==> src/rtl/ysyx_25020047_exec_ctrl_if.sv <==
`default_nettype none
// Handshake bundle between the execution sequencer and the fetch, decode,
// load/store and writeback units.
interface ysyx_25020047_exec_ctrl_if;
  logic        ifu_req;
  logic        ifu_rvalid;
  logic        ir_en;
  logic [31:0] inst_type;
  logic        lsu_req;
  logic        lsu_we;
  logic        lsu_rvalid;
  logic        reg_wen;
  logic        pc_wen;

  modport master (
    output ifu_req,
    output ir_en,
    output lsu_req,
    output lsu_we,
    output reg_wen,
    output pc_wen,
    input  ifu_rvalid,
    input  inst_type,
    input  lsu_rvalid
  );

  modport slave (
    input  ifu_req,
    input  ir_en,
    input  lsu_req,
    input  lsu_we,
    input  reg_wen,
    input  pc_wen,
    output ifu_rvalid,
    output inst_type,
    output lsu_rvalid
  );
endinterface
`default_nettype wire

==> src/rtl/ysyx_25020047_exec_ctrl.sv <==
`default_nettype none
// Multi-cycle IF/ID/EX/MEM/WB sequencer: bus handshakes, commit strobes,
// illegal-type and bus-timeout traps, cycle and retired-instruction counters.
module ysyx_25020047_exec_ctrl #(
  parameter int unsigned TIMEOUT = 255,
  parameter int unsigned CNT_W   = 32
) (
  input  logic                      clk,
  input  logic                      rst,
  ysyx_25020047_exec_ctrl_if.master bus,
  output logic                      halt,
  output logic [1:0]                trap_cause,
  output logic [2:0]                state,
  output logic [CNT_W-1:0]          cycle_cnt,
  output logic [CNT_W-1:0]          instret_cnt
);

  typedef enum logic [2:0] {
    S_IF   = 3'd0,
    S_ID   = 3'd1,
    S_EX   = 3'd2,
    S_MEM  = 3'd3,
    S_WB   = 3'd4,
    S_TRAP = 3'd7
  } state_t;

  localparam logic [31:0]      T_LW    = 32'h0000_0020;
  localparam logic [31:0]      T_LBU   = 32'h0000_0040;
  localparam logic [31:0]      T_SW    = 32'h0000_0080;
  localparam logic [31:0]      T_SB    = 32'h0000_0100;
  localparam logic [31:0]      T_BEQ   = 32'h0000_4000;
  localparam logic [31:0]      T_BNE   = 32'h0000_8000;
  localparam logic [15:0]      WD_LAST = 16'(TIMEOUT - 1);
  localparam logic [CNT_W-1:0] CNT_ONE = {{(CNT_W-1){1'b0}}, 1'b1};

  localparam logic [1:0] CAUSE_ILLEGAL = 2'd1;
  localparam logic [1:0] CAUSE_IFU_TO  = 2'd2;
  localparam logic [1:0] CAUSE_LSU_TO  = 2'd3;

  state_t           r_state;
  state_t           w_state_nxt;
  logic [1:0]       r_cause;
  logic [1:0]       w_cause_nxt;
  logic             r_ifu_req;
  logic             r_lsu_req;
  logic             r_lsu_we;
  logic             r_reg_wen;
  logic             r_pc_wen;
  logic             r_halt;
  logic [15:0]      r_wdog;
  logic [CNT_W-1:0] r_cycle;
  logic [CNT_W-1:0] r_instret;

  logic w_one_hot;
  logic w_is_mem;
  logic w_is_store;
  logic w_no_rd;
  logic w_ifu_fire;
  logic w_lsu_fire;
  logic w_wd_expired;
  logic w_wd_count;
  logic w_cycle_en;

  assign w_one_hot    = (bus.inst_type != 32'd0) &&
                        ((bus.inst_type & (bus.inst_type - 32'd1)) == 32'd0);
  assign w_is_store   = |(bus.inst_type & (T_SW | T_SB));
  assign w_is_mem     = w_is_store | (|(bus.inst_type & (T_LW | T_LBU)));
  assign w_no_rd      = w_is_store | (|(bus.inst_type & (T_BEQ | T_BNE)));
  assign w_ifu_fire   = r_ifu_req & bus.ifu_rvalid;
  assign w_lsu_fire   = r_lsu_req & bus.lsu_rvalid;
  assign w_wd_expired = (r_wdog == WD_LAST);
  assign w_wd_count   = ((r_state == S_IF) && r_ifu_req) || (r_state == S_MEM);
  // The start-up IF cycle right after reset, before the first request, is not counted.
  assign w_cycle_en   = (r_state != S_TRAP) && !((r_state == S_IF) && !r_ifu_req);

  always_comb begin
    w_state_nxt = r_state;
    w_cause_nxt = r_cause;
    case (r_state)
      S_IF: begin
        if (w_ifu_fire) begin
          w_state_nxt = S_ID;
        end else if (r_ifu_req && w_wd_expired) begin
          w_state_nxt = S_TRAP;
          w_cause_nxt = CAUSE_IFU_TO;
        end
      end
      S_ID: begin
        if (w_one_hot) begin
          w_state_nxt = S_EX;
        end else begin
          w_state_nxt = S_TRAP;
          w_cause_nxt = CAUSE_ILLEGAL;
        end
      end
      S_EX: begin
        w_state_nxt = w_is_mem ? S_MEM : S_WB;
      end
      S_MEM: begin
        // A response in the expiring cycle takes priority over the timeout.
        if (w_lsu_fire) begin
          w_state_nxt = S_WB;
        end else if (w_wd_expired) begin
          w_state_nxt = S_TRAP;
          w_cause_nxt = CAUSE_LSU_TO;
        end
      end
      S_WB:    w_state_nxt = S_IF;
      S_TRAP:  w_state_nxt = S_TRAP;
      default: w_state_nxt = S_IF;
    endcase
  end

  always_ff @(posedge clk or posedge rst) begin
    if (rst) begin
      r_state   <= S_IF;
      r_cause   <= 2'd0;
      r_ifu_req <= 1'b0;
      r_lsu_req <= 1'b0;
      r_lsu_we  <= 1'b0;
      r_reg_wen <= 1'b0;
      r_pc_wen  <= 1'b0;
      r_halt    <= 1'b0;
      r_wdog    <= 16'd0;
      r_cycle   <= '0;
      r_instret <= '0;
    end else begin
      r_state   <= w_state_nxt;
      r_cause   <= w_cause_nxt;
      r_ifu_req <= (w_state_nxt == S_IF);
      r_lsu_req <= (w_state_nxt == S_MEM);
      r_lsu_we  <= (w_state_nxt == S_MEM) && w_is_store;
      r_reg_wen <= (w_state_nxt == S_WB) && !w_no_rd;
      r_pc_wen  <= (w_state_nxt == S_WB);
      r_halt    <= (w_state_nxt == S_TRAP);

      if (w_state_nxt != r_state) begin
        r_wdog <= 16'd0;
      end else if (w_wd_count) begin
        r_wdog <= r_wdog + 16'd1;
      end

      if (w_cycle_en) begin
        r_cycle <= r_cycle + CNT_ONE;
      end
      if (r_state == S_WB) begin
        r_instret <= r_instret + CNT_ONE;
      end
    end
  end

  assign bus.ifu_req  = r_ifu_req;
  assign bus.ir_en    = w_ifu_fire;
  assign bus.lsu_req  = r_lsu_req;
  assign bus.lsu_we   = r_lsu_we;
  assign bus.reg_wen  = r_reg_wen;
  assign bus.pc_wen   = r_pc_wen;
  assign halt         = r_halt;
  assign trap_cause   = r_cause;
  assign state        = r_state;
  assign cycle_cnt    = r_cycle;
  assign instret_cnt  = r_instret;

endmodule
`default_nettype wire

==> src/flat_wrapper.sv <==
// flat-port wrapper written by rule: the top's interface ports become plain ports
module ysyx_25020047_exec_ctrl_flat 
#(
  parameter int unsigned TIMEOUT = 255,
  parameter int unsigned CNT_W   = 32
)
  (clk, rst, halt, trap_cause, state, cycle_cnt, instret_cnt, bus_ifu_req, bus_ir_en, bus_lsu_req, bus_lsu_we, bus_reg_wen, bus_pc_wen, bus_ifu_rvalid, bus_inst_type, bus_lsu_rvalid);
  ysyx_25020047_exec_ctrl_if bus_i ();
  input  logic clk;
  input  logic rst;
  output logic halt;
  output logic [1:0] trap_cause;
  output logic [2:0] state;
  output logic [CNT_W-1:0] cycle_cnt;
  output logic [CNT_W-1:0] instret_cnt;
  output wire logic [$bits(bus_i.ifu_req)-1:0] bus_ifu_req;
  output wire logic [$bits(bus_i.ir_en)-1:0] bus_ir_en;
  output wire logic [$bits(bus_i.lsu_req)-1:0] bus_lsu_req;
  output wire logic [$bits(bus_i.lsu_we)-1:0] bus_lsu_we;
  output wire logic [$bits(bus_i.reg_wen)-1:0] bus_reg_wen;
  output wire logic [$bits(bus_i.pc_wen)-1:0] bus_pc_wen;
  input wire logic [$bits(bus_i.ifu_rvalid)-1:0] bus_ifu_rvalid;
  input wire logic [$bits(bus_i.inst_type)-1:0] bus_inst_type;
  input wire logic [$bits(bus_i.lsu_rvalid)-1:0] bus_lsu_rvalid;
  assign bus_ifu_req = bus_i.ifu_req;
  assign bus_ir_en = bus_i.ir_en;
  assign bus_lsu_req = bus_i.lsu_req;
  assign bus_lsu_we = bus_i.lsu_we;
  assign bus_reg_wen = bus_i.reg_wen;
  assign bus_pc_wen = bus_i.pc_wen;
  assign bus_i.ifu_rvalid = bus_ifu_rvalid;
  assign bus_i.inst_type = bus_inst_type;
  assign bus_i.lsu_rvalid = bus_lsu_rvalid;
  ysyx_25020047_exec_ctrl #(.TIMEOUT(TIMEOUT), .CNT_W(CNT_W)) u_core (.clk(clk), .rst(rst), .bus(bus_i), .halt(halt), .trap_cause(trap_cause), .state(state), .cycle_cnt(cycle_cnt), .instret_cnt(instret_cnt));
endmodule
==> config.mk <==
export PLATFORM = sky130hd
export DESIGN_NAME = ysyx_25020047_exec_ctrl_flat
export DESIGN_NICKNAME = d
export VERILOG_FILES = /design/src/rtl/ysyx_25020047_exec_ctrl_if.sv /design/src/rtl/ysyx_25020047_exec_ctrl.sv /design/src/flat_wrapper.sv
export SDC_FILE = /design/constraint.sdc
export NUM_CORES = 1
export LEC_CHECK = 0
export BUFFER_PORTS_ARGS = -buffer_cell sky130_fd_sc_hd__buf_2
export CAP_MARGIN = 20
export CORE_MARGIN = 1
export CORE_UTILIZATION = 50
export CTS_CLUSTER_SIZE = 28
export DETAILED_ROUTE_END_ITERATION = 6
export MAX_ROUTING_LAYER = met4
export PLACE_DENSITY = 0.84
export SETUP_SLACK_MARGIN = 0.5
export SLEW_MARGIN = 10
export SYNTH_ARGS = -nofsm -noshare
export SYNTH_HDL_FRONTEND = slang
export SYNTH_SLANG_ARGS = --single-unit
==> constraint.sdc <==
create_clock -name clk -period 4.6 [get_ports clk]
set_input_delay 0.46 -clock clk [delete_from_list [all_inputs] [get_ports clk]]
set_output_delay 0.46 -clock clk [all_outputs]
set_load 0.05 [all_outputs]
== Word level (Yosys, flattened, before mapping) ==
Index checks and enable logic that the tools add are counted.
Storage, ports and cells
  word-level logic and storage cells: 72
  output and inout bits: 76
  bits of input ports: 36
  register bits after elaboration: 91
Cells by class
  $add $sub $neg: 4
  reductions and logical operators: 21
  bitwise logic cells: 5
  equality and inequality tests: 16
  muxes and demuxes: 15
Operators by type and width (number)
  $add A32 B1 Y32 const B: 2
  $and A32 B32 Y32: 1
  $logic_not A32 Y1: 1
  $mux W16: 2
  $reduce_bool A32 Y1: 1
  $sub A32 B1 Y32 const B: 1
  $mux W3: 6
  $add A16 B1 Y16 const B: 1
  $eq A16 B8 Y1 const B: 1
  $pmux W3 S5: 1
  $eq A3 B3 Y1 const B: 4
  $mux W2: 5
  $eq A3 B2 Y1 const B: 3
  $ne A2 B2 Y1 const B: 4
  $logic_and A1 B1 Y1: 7
  $logic_not A3 Y1: 2
  $pmux W2 S3: 1
  $reduce_and A6 Y1: 1
  $reduce_or A2 Y1: 3
  $eq A3 B1 Y1 const B: 1
  $logic_not A1 Y1: 3
  $ne A3 B3 Y1: 1
  $ne A3 B3 Y1 const B: 1
  $reduce_bool A3 Y1: 1
  other kinds (5): 7

== Longest topological paths before layout ==
  depth in word-level cells: 8
  gate-level depth with buffers: 9
  mapped depth without buffers: 9

== Worst setup path after synthesis ==
No wires, ideal clock.
  path kind: input-to-reg
  start point: in bus_inst_type[0]
  end point: reg u_core.r_state[0] (netlist: u_core.state[0])
  required time: 4.476 ns
  stages on the path: 8
  setup time: 0.124 ns
  path slack: 1.675 ns
  buffers on the path: 1
  arrival: 2.801 ns
  cell sequence: or4_4 or4_4 buf_6 or3_4 o32ai_2 and4_4 a31oi_4 or2_1
Between the ends
  cells in the longest elaborated chain, start to end: 6
  elaborated cells on any way between the ends: 7
  those cells by class: add/sub (1); mux (2); bitwise (1); reduce/logical (3)
RTL lines
  from (decl): RTL line flat_wrapper.sv:23  | input wire logic [$bits(bus_i.inst_type)-1:0] bus_inst_type;
  $sub A32 B1 Y32: RTL line ysyx_25020047_exec_ctrl.sv:65  | ((bus.inst_type & (bus.inst_type - 32'd1)) == 32'd0);
  $and A32 B32 Y32: RTL line ysyx_25020047_exec_ctrl.sv:65
  $logic_not A32 Y1: RTL line ysyx_25020047_exec_ctrl.sv:65
  $logic_and A1 B1 Y1 (*): RTL line ysyx_25020047_exec_ctrl.sv:64  | assign w_one_hot = (bus.inst_type != 32'd0) &&
  $mux W3 (*): RTL line ysyx_25020047_exec_ctrl.sv:89  | if (w_one_hot) begin
  $pmux W3 S5 (*): RTL line ysyx_25020047_exec_ctrl.sv:79  | case (r_state)
  net u_core.w_state_nxt[0]: RTL line ysyx_25020047_exec_ctrl.sv:41  | state_t w_state_nxt;
  to (signal assigned): RTL line ysyx_25020047_exec_ctrl.sv:128  | r_state <= w_state_nxt;
  to (decl): RTL line ysyx_25020047_exec_ctrl.sv:40  | state_t r_state;
Mark *: on every way through the listed nets, which the timed path passes. The rest lies on a longest branch.
A chain may end at the register's enable or synchronous reset.

== Worst setup path after layout ==
  start point: reg u_core.r_state[2] (netlist: u_core.state[2])
  end point: reg u_core.r_instret[26] (netlist: u_core.instret_cnt[26])
Between the ends
  cells in the longest elaborated chain, start to end: 1
RTL lines
  $eq A3 B3 Y1: RTL line ysyx_25020047_exec_ctrl.sv:146  | if (r_state == S_WB) begin
  to (signal assigned): RTL line ysyx_25020047_exec_ctrl.sv:147  | r_instret <= r_instret + CNT_ONE;
  to (decl): RTL line ysyx_25020047_exec_ctrl.sv:52  | logic [CNT_W-1:0] r_instret;
No other way between the ends.

==> results.tsv <==
stage	metric	value	unit
outcome	status	complete, but fails checks	
outcome	violations	DRC	
critical_path	critPathLaunchType	register	
yosys	ys_top_cells_by_count	dfrtp_1, nor2_1, xnor2_1	
critical_path	end_kind	register	
clocking	htree_levels	3	
yosys	synth_edf_count	0	
floorplanning	fp.dieW	97.7	um
placement	place_ws	1510	ps
clocking	cts_tree	done	
cells_and_area	nets	604	
clocking	insertion_delay	360	ps
global_routing	grt_pass1_wl	17200	um
clocking	cts.hold.buffers_added	0	
sta	fmax	0.349	GHz
critical_path	reg2regPathDepth	7	
yosys	synth.most_common_cell	dfrtp_1	
critical_path	cp_max_fo	14	
cells_and_area	syn_to_final_growth	18.8	%
global_routing	antenna_found_initial	0	
sta	tightest_slew	732	ps
cells_and_area	ff_latch_area	2280	um^2
clocking	root_buffer	clkbuf_8	
power	power.density	250	nW/um^2
clocking	cts_resized	0	
clocking	clock_path_buffers	2	
routing	drc	21	
sta	fin_skew	13.1	ps
placement	portBuffers	111	
global_routing	grt_max_degree	60	
routing	routed_wl	10200	um
sta	fin_ws	1740	ps
yosys	synth_warnings	0	
cells_and_area	fill_cells	757	
placement	dp.cells	661	
critical_path	slowest_stage	dfrtp_1	
critical_path	arrival	3110	ps
sta	period_needed	2860	ps
sta	setup_viol	0	
routing	ant_nets	0	
sta	relSlewSlack	0.512	
critical_path	cp_slowest_stage_delay	620	ps
yosys	synth_area_per_cell	10.3	um^2
power	p_leak	2.54	nW
sta	slew_viol_final	0	
routing	wl_per_cell	15.0	um
placement	place_congestion	0.804	
sta	hold_violations	0	
clocking	clock_sinks	91	
yosys	yosysSeqAreaShare	0.497	
sta	timing.final.crit_share	0.622	
sta	finalSetupTns	0	ps
yosys	synth.cell_area	4580	um^2
flow_run	maxCapViolCount	0	
routing	drt_iter0_drc	186	
floorplanning	io-pin-count	112	
critical_path	crit_chain	nor3b_1, nand4_1, nor2_1, nand3_1, nor2_1, nand4_1, xnor2_1	
cells_and_area	instances_no_fill	677	
floorplanning	initial_core_util	0.520	
clocking	numCtsBuffers	9	
sta	rsz0062_at_grt	false	
clocking	path_clk_slew	100	ps
yosys	synth.top_cell.area_share	0.497	
hold_path	hold_path_class	primary input to asynchronous set/reset pin	
global_routing	grt_pass1_vias	3683	
yosys	synthArstFlopShare	1.00	
yosys	synth_nets	486	
yosys	synth_top_cell_by_area	dfrtp_1	
routing	firstDrtPassIters	7	
global_routing	grt.total_usage	0.229	
cells_and_area	drive_gt1_frac	0.257	
yosys	yosys_most_used_dff	dfrtp_1	
yosys	synthDistinctLibCells	55	
power	p_total	1.36	mW
cells_and_area	antenna_cells	0	
placement	dp_hpwl	7630	um
critical_path	crit_type	register to register	
cells_and_area	multiInputGateArea	2230	um^2
floorplanning	die_h	97.7	um
global_routing	grt_overflow_total	0	
floorplanning	core	8810	um^2
sta	whs	111	ps
routing	drt-vias-per-instance	5.69	
floorplanning	fp-row-count	34	
clocking	post_cts_buffers	0	
yosys	syn_inst	446	
yosys	synth_area_leaders	dfrtp_1, xnor2_1, xor2_1	
power	peakVddDrop	159	uV
critical_path	worstPathRequired	4850	ps
routing	num_vias	3853	
floorplanning	die_area	9550	um^2
yosys	ys_ff_latch	91	
==> metal layers <==
metal | GRT usage | vias up | wire (um)
met5 | - | - | 0
met4 | 0.0804 | 0 | 166
met3 | 0.0309 | 14 | 583
met2 | 0.378 | 141 | 5030
met1 | 0.291 | 1867 | 4380
li1 | - | 1831 | -
==> final timing paths <==
check                                        from  slack (ps)                     end
setup / recovery                  u_core.state[2]        1740  u_core.instret_cnt[26]
hold / removal                                rst         110  u_core.instret_cnt[30]
setup reg to reg                  u_core.state[2]        1740  u_core.instret_cnt[26]
max in group asynchronous                     rst        3360       u_core.r_wdog[12]
hold reg to reg            u_core.instret_cnt[31]         480  u_core.instret_cnt[31]
min in group clk                bus_inst_type[14]         480      u_core.bus.reg_wen
==> kinds of logic after synthesis <==
family / count (synthesis) / synth area share
DFF: 91 / 0.497
AOI/OAI and AO/OA: 46 / 0.0746
and+or+nand+nor: 208 / 0.247
buffers and inverters: 17 / 0.0156
muxes: 3 / 0.00710
adders and majority gates: 5 / 0.0131
xor gates and xnor gates: 76 / 0.145
==> worst max-delay path, delay by kind of cell (launching register included) <==
family	cells	cell delay, ps
xor gates and xnor gates	1	140
DFF	1	620
and+or+nand+nor	6	1990
==> metrics by stage <==
stage / util / cell area, um^2
finish: 0.618 / 5440
detailed placement: 0.597 / 5260
global placement: 0.597 / 5260
floorplan: - / 4580
CTS: 0.618 / 5440
global route: 0.618 / 5440
==> registers in the layout (all words and copies together) (netlist names) <==
name / count
u_core.r_wdog: 16
u_core.bus.pc_wen: 1
u_core.trap_cause: 2
u_core.halt: 1
u_core.cycle_cnt: 32
u_core.bus.reg_wen: 1
u_core.bus.lsu_req: 1
u_core.state: 3
u_core.bus.ifu_req: 1
u_core.instret_cnt: 32
u_core.bus.lsu_we: 1
==> cells in the final DEF, fill, tap and decap left out, drive strengths merged, types with 3 or more instances in the layout <==
cell type,instances
clkbuf,9
or3,5
nor4,6
a21oi,9
dfrtp,91
nor3,10
inv,12
xor2,29
and2,3
nand3,29
nor2b,5
clkinv,3
nor3b,4
nand2b,3
nand4,19
or4,11
o21ai,9
xnor2,47
and3,10
o41ai,5
and4,9
nand2,34
ha,4
a21o,3
nor2,50
or2,5
buf,114
a211oi,3
==> power breakdown <==
group          internal, mW  total [mW]  switching, mW  leakage [nW]
logic                0.0202      0.0589         0.0387          1.28
clock network         0.204       0.500          0.297        0.0881
registers             0.799       0.799              0          1.17
total                  1.02        1.36          0.335          2.54
==> layout make-up <==
| type | count | area share |
|---|---|---|
| sequential | 91 | 0.418 |
| multi-input combinational | 338 | 0.410 |
| timing repair buffer | 114 | 0.106 |
| tap | 108 | 0.0248 |
| clock buffer | 9 | 0.0228 |
| clock inverter | 7 | 0.0106 |
| inverter | 10 | 0.00713 |
Power figures use the tool's default switching activity.
